===== config.mk =====
export PLATFORM = sky130hd
export DESIGN_NAME = ro_sampler_flat
export DESIGN_NICKNAME = d
export VERILOG_FILES = /design/src/rtl/ro_sampler_if.sv /design/src/rtl/ro_sampler.sv /design/src/flat_wrapper.sv
export SDC_FILE = /design/constraint.sdc
export NUM_CORES = 1
export LEC_CHECK = 0
export CORE_MARGIN = 3
export CORE_UTILIZATION = 61
export DETAILED_ROUTE_END_ITERATION = 8
export GPL_TIMING_DRIVEN = 0
export PLACE_DENSITY = 0.86
export RECOVER_POWER = 25
export SLEW_MARGIN = 20
export SYNTH_ARGS = -nofsm -noshare
export SYNTH_HDL_FRONTEND = slang
export SYNTH_SLANG_ARGS = --single-unit

===== constraint.sdc =====
create_clock -name clk -period 4.9 [get_ports clk]
set_clock_uncertainty 0.2 [all_clocks]
set_input_delay 1.225 -clock clk [delete_from_list [all_inputs] [get_ports clk]]
set_output_delay 1.225 -clock clk [all_outputs]
set_load 0.01 [all_outputs]

===== src/rtl/ro_sampler_if.sv =====
// ro_sampler_if: word output channel of the ring-oscillator sampler.
//   data  : random word, meaningful only while valid=1
//   valid : producer has a word available
//   rdy   : consumer can take the word
//
// Handshake: a word transfers on a rising clk edge where valid && rdy.
// Once valid rises, the producer holds valid and data stable until that
// transfer. The producer never waits on rdy before raising valid. The
// consumer may drive rdy freely.
//
// Modports:
//   master : the sampler (drives data/valid, observes rdy)
//   slave  : the consumer (observes data/valid, drives rdy)
interface ro_sampler_if #(
  parameter int WIDTH = 8
);
  logic [WIDTH-1:0] data;
  logic             valid;
  logic             rdy;

  modport master (output data, output valid, input rdy);
  modport slave  (input data, input valid, output rdy);
endinterface


===== src/rtl/ro_sampler.sv =====
// ro_sampler: consumer end of the ring-oscillator entropy path.
// Enables the oscillator, synchronises its output, takes one raw sample
// every DIV cycles, debiases with a von Neumann corrector and packs the
// corrected bits into WIDTH-bit words presented on a valid/ready channel.
// A repetition-count health test on the raw samples latches a sticky
// fault when the oscillator looks stuck.
//
// Ports:
//   clk, rst    : clock, asynchronous active-high reset
//   en          : request continuous generation
//   ro_in       : oscillator output, asynchronous to clk
//   ro_activate : oscillator enable
//   fault       : sticky health-test failure (cleared only by rst)
//   state_dbg   : current FSM state (IDLE=0, WARMUP=1, COLLECT=2, HOLD=3)
//   out         : word channel (data/valid/rdy)
//
// WIDTH must be >= 2, DIV >= 2, WARMUP >= 1.
module ro_sampler #(
  parameter int WIDTH    = 8,
  parameter int DIV      = 4,
  parameter int WARMUP   = 16,
  parameter int RC_LIMIT = 32
) (
  input  logic        clk,
  input  logic        rst,
  input  logic        en,
  input  logic        ro_in,
  output logic        ro_activate,
  output logic        fault,
  output logic [1:0]  state_dbg,
  ro_sampler_if.master out
);

  localparam int DW = $clog2(DIV);
  localparam int WW = $clog2(WARMUP + 1);
  localparam int BW = $clog2(WIDTH + 1);
  localparam int RW = $clog2(RC_LIMIT + 1);

  typedef enum logic [1:0] {
    IDLE    = 2'd0,
    WARMUP_S = 2'd1,
    COLLECT = 2'd2,
    HOLD    = 2'd3
  } state_t;

  state_t state, state_next;

  logic          s1, s2;
  logic [WW-1:0] warm_cnt;
  logic [DW-1:0] div_cnt;
  logic          half;
  logic          first_bit;
  logic [WIDTH-1:0] sreg;
  logic [BW-1:0] bit_cnt;
  logic [RW-1:0] rep;
  logic          prev;

  logic          strobe;
  logic [RW-1:0] rep_next;
  logic          fault_hit;
  logic          emit;
  logic          word_done;
  logic [WIDTH-1:0] word_full;

  // Two-flop synchroniser; runs in every state so s2 is settled by COLLECT.
  always_ff @(posedge clk or posedge rst) begin
    if (rst) begin
      s1 <= 1'b0;
      s2 <= 1'b0;
    end else begin
      s1 <= ro_in;
      s2 <= s1;
    end
  end

  always_comb begin
    strobe    = (state == COLLECT) && en && (div_cnt == DW'(DIV - 1));
    // rep==0 marks the first sample since IDLE, which starts a new run.
    if (rep == '0 || s2 != prev) rep_next = RW'(1);
    else                         rep_next = rep + RW'(1);
    fault_hit = strobe && (rep_next == RW'(RC_LIMIT));
    emit      = strobe && half && (first_bit != s2);
    word_done = emit && (bit_cnt == BW'(WIDTH - 1)) && !fault_hit;
    word_full = {sreg[WIDTH-2:0], first_bit};
  end

  always_ff @(posedge clk or posedge rst) begin
    if (rst) state <= IDLE;
    else     state <= state_next;
  end

  always_comb begin
    state_next = state;
    case (state)
      IDLE:     if (en && !fault) state_next = WARMUP_S;
      WARMUP_S: begin
        if (!en)                               state_next = IDLE;
        else if (warm_cnt == WW'(WARMUP - 1))  state_next = COLLECT;
      end
      COLLECT: begin
        if (!en)            state_next = IDLE;
        else if (fault_hit) state_next = IDLE;
        else if (word_done) state_next = HOLD;
      end
      HOLD:     if (out.rdy) state_next = en ? COLLECT : IDLE;
      default:  state_next = IDLE;
    endcase
  end

  always_ff @(posedge clk or posedge rst) begin
    if (rst) begin
      warm_cnt  <= '0;
      div_cnt   <= '0;
      half      <= 1'b0;
      first_bit <= 1'b0;
      sreg      <= '0;
      bit_cnt   <= '0;
      rep       <= '0;
      prev      <= 1'b0;
      fault     <= 1'b0;
      out.data  <= '0;
      out.valid <= 1'b0;
    end else begin
      case (state)
        IDLE: begin
          // Everything except fault and the last word restarts from scratch.
          warm_cnt  <= '0;
          div_cnt   <= '0;
          half      <= 1'b0;
          first_bit <= 1'b0;
          sreg      <= '0;
          bit_cnt   <= '0;
          rep       <= '0;
          prev      <= 1'b0;
        end
        WARMUP_S: begin
          if (en && warm_cnt != WW'(WARMUP - 1)) warm_cnt <= warm_cnt + WW'(1);
        end
        COLLECT: begin
          if (en) begin
            if (strobe) begin
              div_cnt <= '0;
              rep     <= rep_next;
              prev    <= s2;
              if (!half) begin
                first_bit <= s2;
                half      <= 1'b1;
              end else begin
                half <= 1'b0;
                if (emit) begin
                  sreg    <= word_full;
                  bit_cnt <= bit_cnt + BW'(1);
                end
              end
              if (fault_hit) begin
                fault <= 1'b1;
              end else if (word_done) begin
                out.data  <= word_full;
                out.valid <= 1'b1;
              end
            end else begin
              div_cnt <= div_cnt + DW'(1);
            end
          end
        end
        HOLD: begin
          // Divider and corrector stay frozen; a fresh word starts on accept.
          if (out.rdy) begin
            out.valid <= 1'b0;
            div_cnt   <= '0;
            half      <= 1'b0;
            sreg      <= '0;
            bit_cnt   <= '0;
          end
        end
        default: ;
      endcase
    end
  end

  assign ro_activate = (state != IDLE);
  assign state_dbg   = state;

endmodule


===== src/flat_wrapper.sv =====
// flat-port wrapper written by rule: the top's interface ports become plain ports
module ro_sampler_flat 
#(
  parameter int WIDTH    = 8,
  parameter int DIV      = 4,
  parameter int WARMUP   = 16,
  parameter int RC_LIMIT = 32
)
  (clk, rst, en, ro_in, ro_activate, fault, state_dbg, out_data, out_valid, out_rdy);
  ro_sampler_if #(.WIDTH(WIDTH)) out_i ();
  input  logic clk;
  input  logic rst;
  input  logic en;
  input  logic ro_in;
  output logic ro_activate;
  output logic fault;
  output logic [1:0] state_dbg;
  output wire logic [$bits(out_i.data)-1:0] out_data;
  output wire logic [$bits(out_i.valid)-1:0] out_valid;
  input wire logic [$bits(out_i.rdy)-1:0] out_rdy;
  assign out_data = out_i.data;
  assign out_valid = out_i.valid;
  assign out_i.rdy = out_rdy;
  ro_sampler #(.WIDTH(WIDTH), .DIV(DIV), .WARMUP(WARMUP), .RC_LIMIT(RC_LIMIT)) u_core (.clk(clk), .rst(rst), .en(en), .ro_in(ro_in), .ro_activate(ro_activate), .fault(fault), .state_dbg(state_dbg), .out(out_i));
endmodule

==> impl_metrics.json <==
{
  "status": "finished clean",
  "max_cap_viol_count": 0,
  "switchingPower_w": 0.000147,
  "synth_edf_count": 0,
  "setup_viol": 0,
  "cts_root_buf": "clkbuf_4",
  "crit_type": "input port to flip-flop",
  "grt.overflow.total": 0,
  "avgViaCountPerCell": 5.86,
  "drt-total-wl_mm": 3.95,
  "dieArea_um2": 4080,
  "p_leak_nw": 1.13,
  "antenna_cells": 0,
  "hpwlAfterDp_mm": 2.98,
  "syn-num-nets": 209,
  "clk_latency_ns": 0.35,
  "cp.required_ns": 4.93,
  "yosysWarningCount": 0,
  "cellPowerDensity_nw_per_um2": 281,
  "finish.utilization_pct": 75.8,
  "cts_buffers": 5,
  "htreeDepth": 2,
  "power_frac_comb_pct": 7.7,
  "grt_max_degree": 29,
  "p_clk_share_pct": 40.1,
  "synth.top_cell.area_share_pct": 50.3,
  "finalHoldViolations": 0,
  "antenna_found_initial": 0,
  "synth_commonest_cells": "dfrtp_1 (41), nand2_1 (40), nand3_1 (14)",
  "grt_pass1_wl_mm": 7.20,
  "ff2ff_path_depth": 6,
  "syn_area_um2": 2040,
  "max-clock-path-buffers": 2,
  "grtUsageTotal_pct": 22.4,
  "ys_types": 39,
  "ctsHoldBuffers": 0,
  "cts_tree": "yes",
  "cts_setup_buffers": 0,
  "min_path_type": "flip-flop to flip-flop",
  "final_max_slew_viol_count": 0,
  "clkTransAtPathRegs_ns": 0.12,
  "worst_pin_slew_ns": 1.45,
  "place_congestion": 0.811,
  "drive_above_1_share_pct": 12.5,
  "worstSetupEndpointType": "flip-flop",
  "yosys.area.top_type": "dfrtp_1",
  "fillCellCount": 228,
  "p_total_w": 0.000667,
  "syn_avg_cell_area_um2": 10.3,
  "cts_sinks": 41,
  "r2r_slack_ns": 2.41,
  "finalSetupTns_ns": 0,
  "ir_worst_vdd_uv": 159,
  "async_reset_ff_share_pct": 100,
  "fin_crit_sh_pct": 67.3,
  "fmax_ghz": 0.303,
  "area_growth_pct": 16.2,
  "io_buffer_count": 17,
  "die_w_um": 63.8,
  "yosys_most_used_dff": "dfrtp_1",
  "first_iter_violations": 90,
  "layout.nets": 234,
  "cp-start-kind": "input port",
  "ctsResizeCount": 0,
  "synth.ff_latch_count": 41,
  "cp_max_fo": 8,
  "drc": 0,
  "holdPathStages": 0,
  "initial_utilization_pct": 65.2,
  "syn_inst": 198,
  "ant_nets": 0,
  "slew_headroom_pct": 3.02,
  "synth_most_common_cell": "dfrtp_1",
  "dr.pass1.iters": 4,
  "synth_seq_area_share_pct": 50.3,
  "die_h_um": 63.8,
  "num_vias": 1571,
  "synth_area_leaders": "dfrtp_1 (50%), nand2_1 (7.4%), mux2_2 (5.0%)",
  "rows": 20,
  "grt_setup_unrepaired": "no",
  "post-route-min-period_ns": 3.30,
  "wire_per_inst_um": 14.8,
  "p_seq_share_pct": 52.2,
  "switching_share_pct": 22.0,
  "crit_arrival_ns": 3.33,
  "hold-worst-slack_ns": 0.164,
  "io_pins": 18,
  "intPower_w": 0.000520,
  "grt_pass1_vias": 1644,
  "core_region_area_um2": 3130
}
==> routing by layer <==
| metal | up-vias | wire, um | track usage, % |
|---|---|---|---|
| li1 | 753 | - | - |
| met1 | 765 | 1680 | 27.1 |
| met2 | 47 | 2050 | 38.5 |
| met3 | 6 | 184 | 5.62 |
| met4 | 0 | 38 | 7.82 |
| met5 | - | 0 | 0 |
==> area by class of cell <==
cell class	instances	area, um^2	share of cell area [%]
sequential	41	1030	43.2
buffer	7	28.8	1.21
timing repair buffer	18	174	7.33
multi-input combinational	143	960	40.5
tap	44	55.1	2.32
clock buffer	5	37.5	1.58
inverter	7	26.3	1.11
clock inverter	3	65.1	2.74
==> through the flow <==
stage | std cells | area, um^2 | worst slack, ns
after floorplan | 198 | 2040 | 2.14
after global placement | 259 | 2270 | 1.29
after detailed placement | 260 | 2290 | 1.25
after CTS | 268 | 2390 | 1.62
after global routing | 268 | 2370 | 1.30
final | 268 | 2370 | 1.60
==> final timing paths <==
check	startpoint	to
worst max-delay path	en	u_core.out.data[6]
worst min-delay path	u_core.s1	u_core.s2
worst max register to register	u_core.rep[0]	u_core.out.data[6]
worst min register to register	u_core.s1	u_core.s2
max in group asynchronous	rst	u_core.sreg[0]
min in group asynchronous	rst	u_core.rep[5]
==> sequential cells by signal (all words and copies together), names as in the netlist <==
register / flops
u_core.fault: 1
u_core.bit_cnt: 4
u_core.out.data: 8
u_core.prev: 1
u_core.state_dbg: 2
u_core.sreg: 7
u_core.warm_cnt: 5
u_core.out.valid: 1
u_core.s2: 1
u_core.rep: 6
u_core.half: 1
u_core.first_bit: 1
u_core.s1: 1
u_core.div_cnt: 2
==> layout by cell type, fill, tap and decap left out, drive strengths merged, types with 2 or more instances in the layout <==
master | Yosys | routed
mux2 | 9 | 9
clkdlybuf4s50 | 0 | 15
o21ai | 11 | 11
clkbuf | 5 | 11
a22o | 9 | 9
ha | 6 | 6
dfrtp | 41 | 41
a21oi | 2 | 2
dlygate4sd3 | 0 | 2
buf | 2 | 2
or4 | 2 | 2
nand3 | 16 | 16
o31ai | 6 | 6
xnor2 | 2 | 2
inv | 7 | 7
xor2 | 6 | 6
nor3 | 4 | 4
a211oi | 2 | 2
and3 | 3 | 3
bufinv | 0 | 2
or2 | 2 | 2
nand2 | 40 | 40
nor2 | 6 | 6
a21o | 2 | 2
nand2b | 2 | 2
==> power groups by stage <==
stage	clock network, W	registers [W]	logic, W
2_1_floorplan	0	0.000353	0.0000331
3_3_place_gp	0	0.000354	0.0000494
3_5_place_dp	0	0.000354	0.0000535
4_1_cts	0.000275	0.000348	0.0000538
5_1_grt	0.000294	0.000349	0.0000573
6_report	0.000267	0.000348	0.0000516
==> critical path, stage by stage <==
cell and delay (ns):
clkdlybuf4s50_1 0.65, nand4b_4 0.19, a211oi_4 0.29, nand3_2 0.16, o31ai_4 0.42, mux2_2 0.40
==> cell families after synthesis <==
kind of cell	count (synthesis)	synth area share, %
multiplexers	10	5.46
XOR/XNOR	8	3.43
adder cells (fa/ha/maj)	6	3.68
buffers and inverters	14	2.70
flip-flops	41	50.3
AO/OA/AOI/OAI	36	13.6
AND/OR/NAND/NOR	83	20.8
Power figures use the tool's default switching activity.
